==> src/rtl/regfile_wb_ctrl.sv <==
// Writeback controller: round-robin arbitration of ALU (A) and load (B) results onto the single
// register file write port, plus a pending-write scoreboard. Optional macro: REGFILE_WB_BYPASS_EN.
module regfile_wb_ctrl #(
  parameter int unsigned XLEN  = 64,
  parameter int unsigned NREGS = 32
) (
  input  logic            clk,
  input  logic            rst,
  input  logic            a_valid,
  input  logic [4:0]      a_rd,
  input  logic [XLEN-1:0] a_data,
  output logic            a_ready,
  input  logic            b_valid,
  input  logic [4:0]      b_rd,
  input  logic [XLEN-1:0] b_data,
  output logic            b_ready,
  output logic            write_enable,
  output logic [4:0]      write_reg,
  output logic [XLEN-1:0] write_data,
  input  logic            issue_valid,
  input  logic [4:0]      issue_rd,
  input  logic [4:0]      rs1,
  input  logic [4:0]      rs2,
  output logic            rs1_busy,
  output logic            rs2_busy,
  output logic            issue_stall
);

  logic             last_grant_q, last_grant_d;
  logic             write_enable_q, write_enable_d;
  logic [4:0]       write_reg_q, write_reg_d;
  logic [XLEN-1:0]  write_data_q, write_data_d;
  logic [NREGS-1:0] busy_q, busy_d;

  logic             grant_a, grant_b, xfer, xfer_wr;
  logic [4:0]       xfer_rd;
  logic [XLEN-1:0]  xfer_data;

  // Nothing is granted while reset is held so no transfer can be lost.
  always_comb begin
    grant_a = 1'b0;
    grant_b = 1'b0;
    if (rst) begin
      if (a_valid && b_valid) begin
        grant_a = last_grant_q;
        grant_b = ~last_grant_q;
      end else begin
        grant_a = a_valid;
        grant_b = b_valid;
      end
    end
  end

  assign a_ready   = grant_a;
  assign b_ready   = grant_b;
  assign xfer      = grant_a | grant_b;
  assign xfer_rd   = grant_a ? a_rd : b_rd;
  assign xfer_data = grant_a ? a_data : b_data;
  assign xfer_wr   = xfer && (xfer_rd != 5'd0);

  always_comb begin
    last_grant_d   = last_grant_q;
    write_enable_d = xfer_wr;
    write_reg_d    = write_reg_q;
    write_data_d   = write_data_q;
    busy_d         = busy_q;
    if (xfer) begin
      last_grant_d = grant_b;
    end
    if (xfer_wr) begin
      write_reg_d       = xfer_rd;
      write_data_d      = xfer_data;
      busy_d[xfer_rd]   = 1'b0;
    end
    // Applied after the clear: a newly issued write to the same rd is still pending.
    if (issue_valid && (issue_rd != 5'd0)) begin
      busy_d[issue_rd] = 1'b1;
    end
    busy_d[0] = 1'b0;
  end

  always_ff @(posedge clk or negedge rst) begin
    if (!rst) begin
      last_grant_q   <= 1'b1;
      write_enable_q <= 1'b0;
      write_reg_q    <= 5'd0;
      write_data_q   <= '0;
      busy_q         <= '0;
    end else begin
      last_grant_q   <= last_grant_d;
      write_enable_q <= write_enable_d;
      write_reg_q    <= write_reg_d;
      write_data_q   <= write_data_d;
      busy_q         <= busy_d;
    end
  end

  assign write_enable = write_enable_q;
  assign write_reg    = write_reg_q;
  assign write_data   = write_data_q;

`ifdef REGFILE_WB_BYPASS_EN
  // A register written back this cycle can be forwarded from write_data next cycle.
  assign rs1_busy = busy_q[rs1] && !(xfer_wr && (xfer_rd == rs1));
  assign rs2_busy = busy_q[rs2] && !(xfer_wr && (xfer_rd == rs2));
`else
  assign rs1_busy = busy_q[rs1];
  assign rs2_busy = busy_q[rs2];
`endif

  assign issue_stall = issue_valid && (rs1_busy || rs2_busy || busy_q[issue_rd]);

endmodule

==> config.mk <==
export PLATFORM = sky130hd
export DESIGN_NAME = regfile_wb_ctrl
export DESIGN_NICKNAME = d
export VERILOG_FILES = /design/src/rtl/regfile_wb_ctrl.sv
export SDC_FILE = /design/constraint.sdc
export NUM_CORES = 1
export LEC_CHECK = 0
export BUFFER_PORTS_ARGS = -buffer_cell sky130_fd_sc_hd__buf_2
export CORE_MARGIN = 2
export CORE_UTILIZATION = 50
export DETAILED_ROUTE_END_ITERATION = 7
export HOLD_SLACK_MARGIN = 0.06
export PLACE_DENSITY = 0.92
export SYNTH_ARGS = -nofsm -noshare
export SYNTH_HDL_FRONTEND = slang
export SYNTH_SLANG_ARGS = --single-unit
==> constraint.sdc <==
create_clock -name clk -period 3.1 [get_ports clk]
set_input_delay 0.62 -clock clk [delete_from_list [all_inputs] [get_ports clk]]
set_output_delay 0.62 -clock clk [all_outputs]
set_load 0.03 [all_outputs]
==> results_dict.tcl <==
set metrics [dict create \
    timing.final.setup_violations 0 \
    period_needed_ns 3.04 \
    hp-class "in -> async" \
    die_h_um 116 \
    drcViolationCount 0 \
    crit_start "busy_q[30]$_DFF_PN0_" \
    gp_congestion 0.965 \
    critPathBufInv 1 \
    final_net_count 1018 \
    r2r_start "last_grant_q$_DFFE_PN1P_" \
    ys_types 61 \
    critPathCapture "issue_stall" \
    async_flop_share_pct 100 \
    h-tree-depth 3 \
    r2r_setup_slack_ns 0.68 \
    netlist_area_sq_um 6260 \
    startpoint_type "flop" \
    grt_max_degree 64 \
    rsz0062_at_grt "no" \
    cts.clk_slew.worst_paths_ns 0.08 \
    cts_tree "done" \
    clock_sinks 102 \
    crit_arrival_ns 2.42 \
    die_w_um 116 \
    grt-ovfl-total 0 \
    core_area_sq_um 12100 \
    p_per_area_nw_per_um2 595 \
    fin_skew_ns 0.00812 \
    outcome "complete, no violations" \
    io_buffers 232 \
    grt_pass1_wl_um 28700 \
    diodes 0 \
    dr.pass1.iters 5 \
    slew_violations 0 \
    wirelength_um 18900 \
    critPathMaxStageDelay_ns 0.47 \
    grt_pass1_vias 5378 \
    finalHoldViolCount 0 \
    criticalPathCategory "reg -> out" \
    dp.cells 1012 \
    synth_warnings 0 \
    syn_inst 631 \
    ys_ff_latch 102 \
    post-route-period-util_pct 98.0 \
    grt.total_usage_pct 28.1 \
    final_cell_mix "229 x buf_2, 209 x nand2_1, 97 x dfrtp_1" \
    antenna_found_initial 0 \
    clock_path_buffers 2 \
    yosys.area.top_type "dfrtp_1" \
    synth-main-ff-cell "dfrtp_1" \
    drtIter0Drc 337 \
    antenna_left 0 \
    largest_register_ffs 64 \
    path_max_fanout 4 \
    num_rows 40 \
    relSlewSlack_pct 49.5 \
    finalNonFillerCells 1033 \
    cp.depth 5 \
    vias 5684 \
    finalSetupTns_ns 0 \
    worst_slew_pin_slew_ns 0.757 \
    wl_per_cell_um 18.3 \
    p_leak_nw 4.09 \
    fp.dieArea_sq_um 13400 \
    viasPerCell 5.50 \
    crit_slowest_cell "mux4_2" \
    nFillCells 975 \
    area_growth_pct 27.9 \
    yosysSeqAreaShare_pct 40.8 \
    start_util_pct 51.7 \
    maxCapViolations 0 \
    yosys-top-cells-area "dfrtp_1 40%, mux2_4 16%, nand2_1 13%, mux4_2 4.0%, mux2i_1 2.6%" \
    cts_made_buffers 9 \
    synth_fp_nets 789 \
    layout-drive-gt1-share_pct 44.2 \
    ff2ff_path_depth 6 \
    r2r-end "write_data[45]$_DFFE_PN0N_" \
    peakVddDrop_mv 0.426 \
    final_common_cell "buf_2" \
    io_pins 233 \
    critPathTopFamily "multiplexers" \
    cp.required_ns 2.48 \
    synth_top_cell_area_share_pct 40.4 \
    crit_path_end_kind "primary output" \
    synth_edf_count 0 \
    clk_latency_ns 0.35 \
    fmax_mhz 329 \
    avgSynthCellArea_sq_um 9.92 \
    crit_chain "mux4_2, mux2_2, a32o_1, o41a_1, buf_6" \
    cts-root-buf "clkbuf_16" \
    hpwl_um 14800 \
]
## cell type report
class                      count  area (sq um)  share of cell area [%]
sequential                   102          2560                    32.0
tap                          168           210                    2.63
clock inverter                 7          86.3                    1.08
inverter                      12          45.0                   0.563
clock buffer                   9           225                    2.81
multi-input combinational    474          3460                    43.2
timing repair buffer         261          1420                    17.7
## logic make-up after synthesis
kind of cell	synth area share [%]
AO/OA/AOI/OAI	11.3
buffers and inverters	4.32
flip-flops	40.8
multiplexers	24.1
AND/OR/NAND/NOR	19.5
## where the power goes
part / total (W) / switching [W] / leakage, nW / internal (W)
clock network: 0.00119 / 0.000540 / 0.151 / 0.000646
registers: 0.00188 / 0.000270 / 1.20 / 0.00161
logic: 0.00169 / 0.000934 / 2.73 / 0.000756
total: 0.00476 / 0.00174 / 4.09 / 0.00302
## worst min-delay path by stage
| stage | endpoint | slack [ns] | cells after the start |
|---|---|---|---|
| 3_3_place_gp | write_reg[3]$_DFFE_PN0N_ | 0.49 | 1 |
| 5_1_grt | write_data[62]$_DFFE_PN0N_ | 0.12 | 1 |
| 3_5_place_dp | write_reg[3]$_DFFE_PN0N_ | 0.49 | 1 |
| 2_1_floorplan | busy_q[10]$_DFF_PN0_ | 0.32 | 0 |
| 6_report | write_data[62]$_DFFE_PN0N_ | 0.12 | 1 |
| 4_1_cts | write_data[62]$_DFFE_PN0N_ | 0.11 | 1 |
## layer usage
metal	global-route usage (%)	wire, um	part of all wire, %
met1	37.2	7930	42
met2	45.4	9200	49
met3	4.60	1070	5.6
met4	13.3	730	3.9
met5	0	0	0
## metrics by stage
stage	area, sq um	setup slack (ns)	total power (W)	hold WS (ns)	utilization, %
detailed placement	7640	0.0576	0.00355	0.487	63.1
global placement	7640	0.0604	0.00350	0.486	63.1
floorplan	6300	0.00443	0.00293	0.324	-
global route	8010	0.00490	0.00496	0.119	66.1
finish	8010	0.0635	0.00476	0.120	66.1
CTS	7950	0.0190	0.00473	0.112	65.7
## synth_stat cells, drive strengths merged, types with 2 or more instances
cell / number
o31ai: 10
clkbuf: 24
nand3b: 5
nor2: 4
mux4: 11
mux2: 75
o21ai: 22
a21oi: 4
inv: 11
or3: 2
nand2b: 6
mux2i: 16
o211ai: 2
o2bb2ai: 11
buf: 19
o32ai: 2
nor2b: 9
nand2: 209
o41a: 2
o2111ai: 4
dfrtp: 101
o21a: 2
o41ai: 7
a211oi: 2
a22oi: 3
a31oi: 3
o22ai: 7
or2: 2
or3b: 2
a32o: 2
nand3: 21
nor4b: 3
nor3b: 6
a221oi: 2
a31o: 2
## repair_timing
action	CTS	global route
gates resized for setup	0	9
setup endpoints to repair	0	1
buffers inserted	0	5
hold buffers	0	0
(Power assumes the default switching activity.)
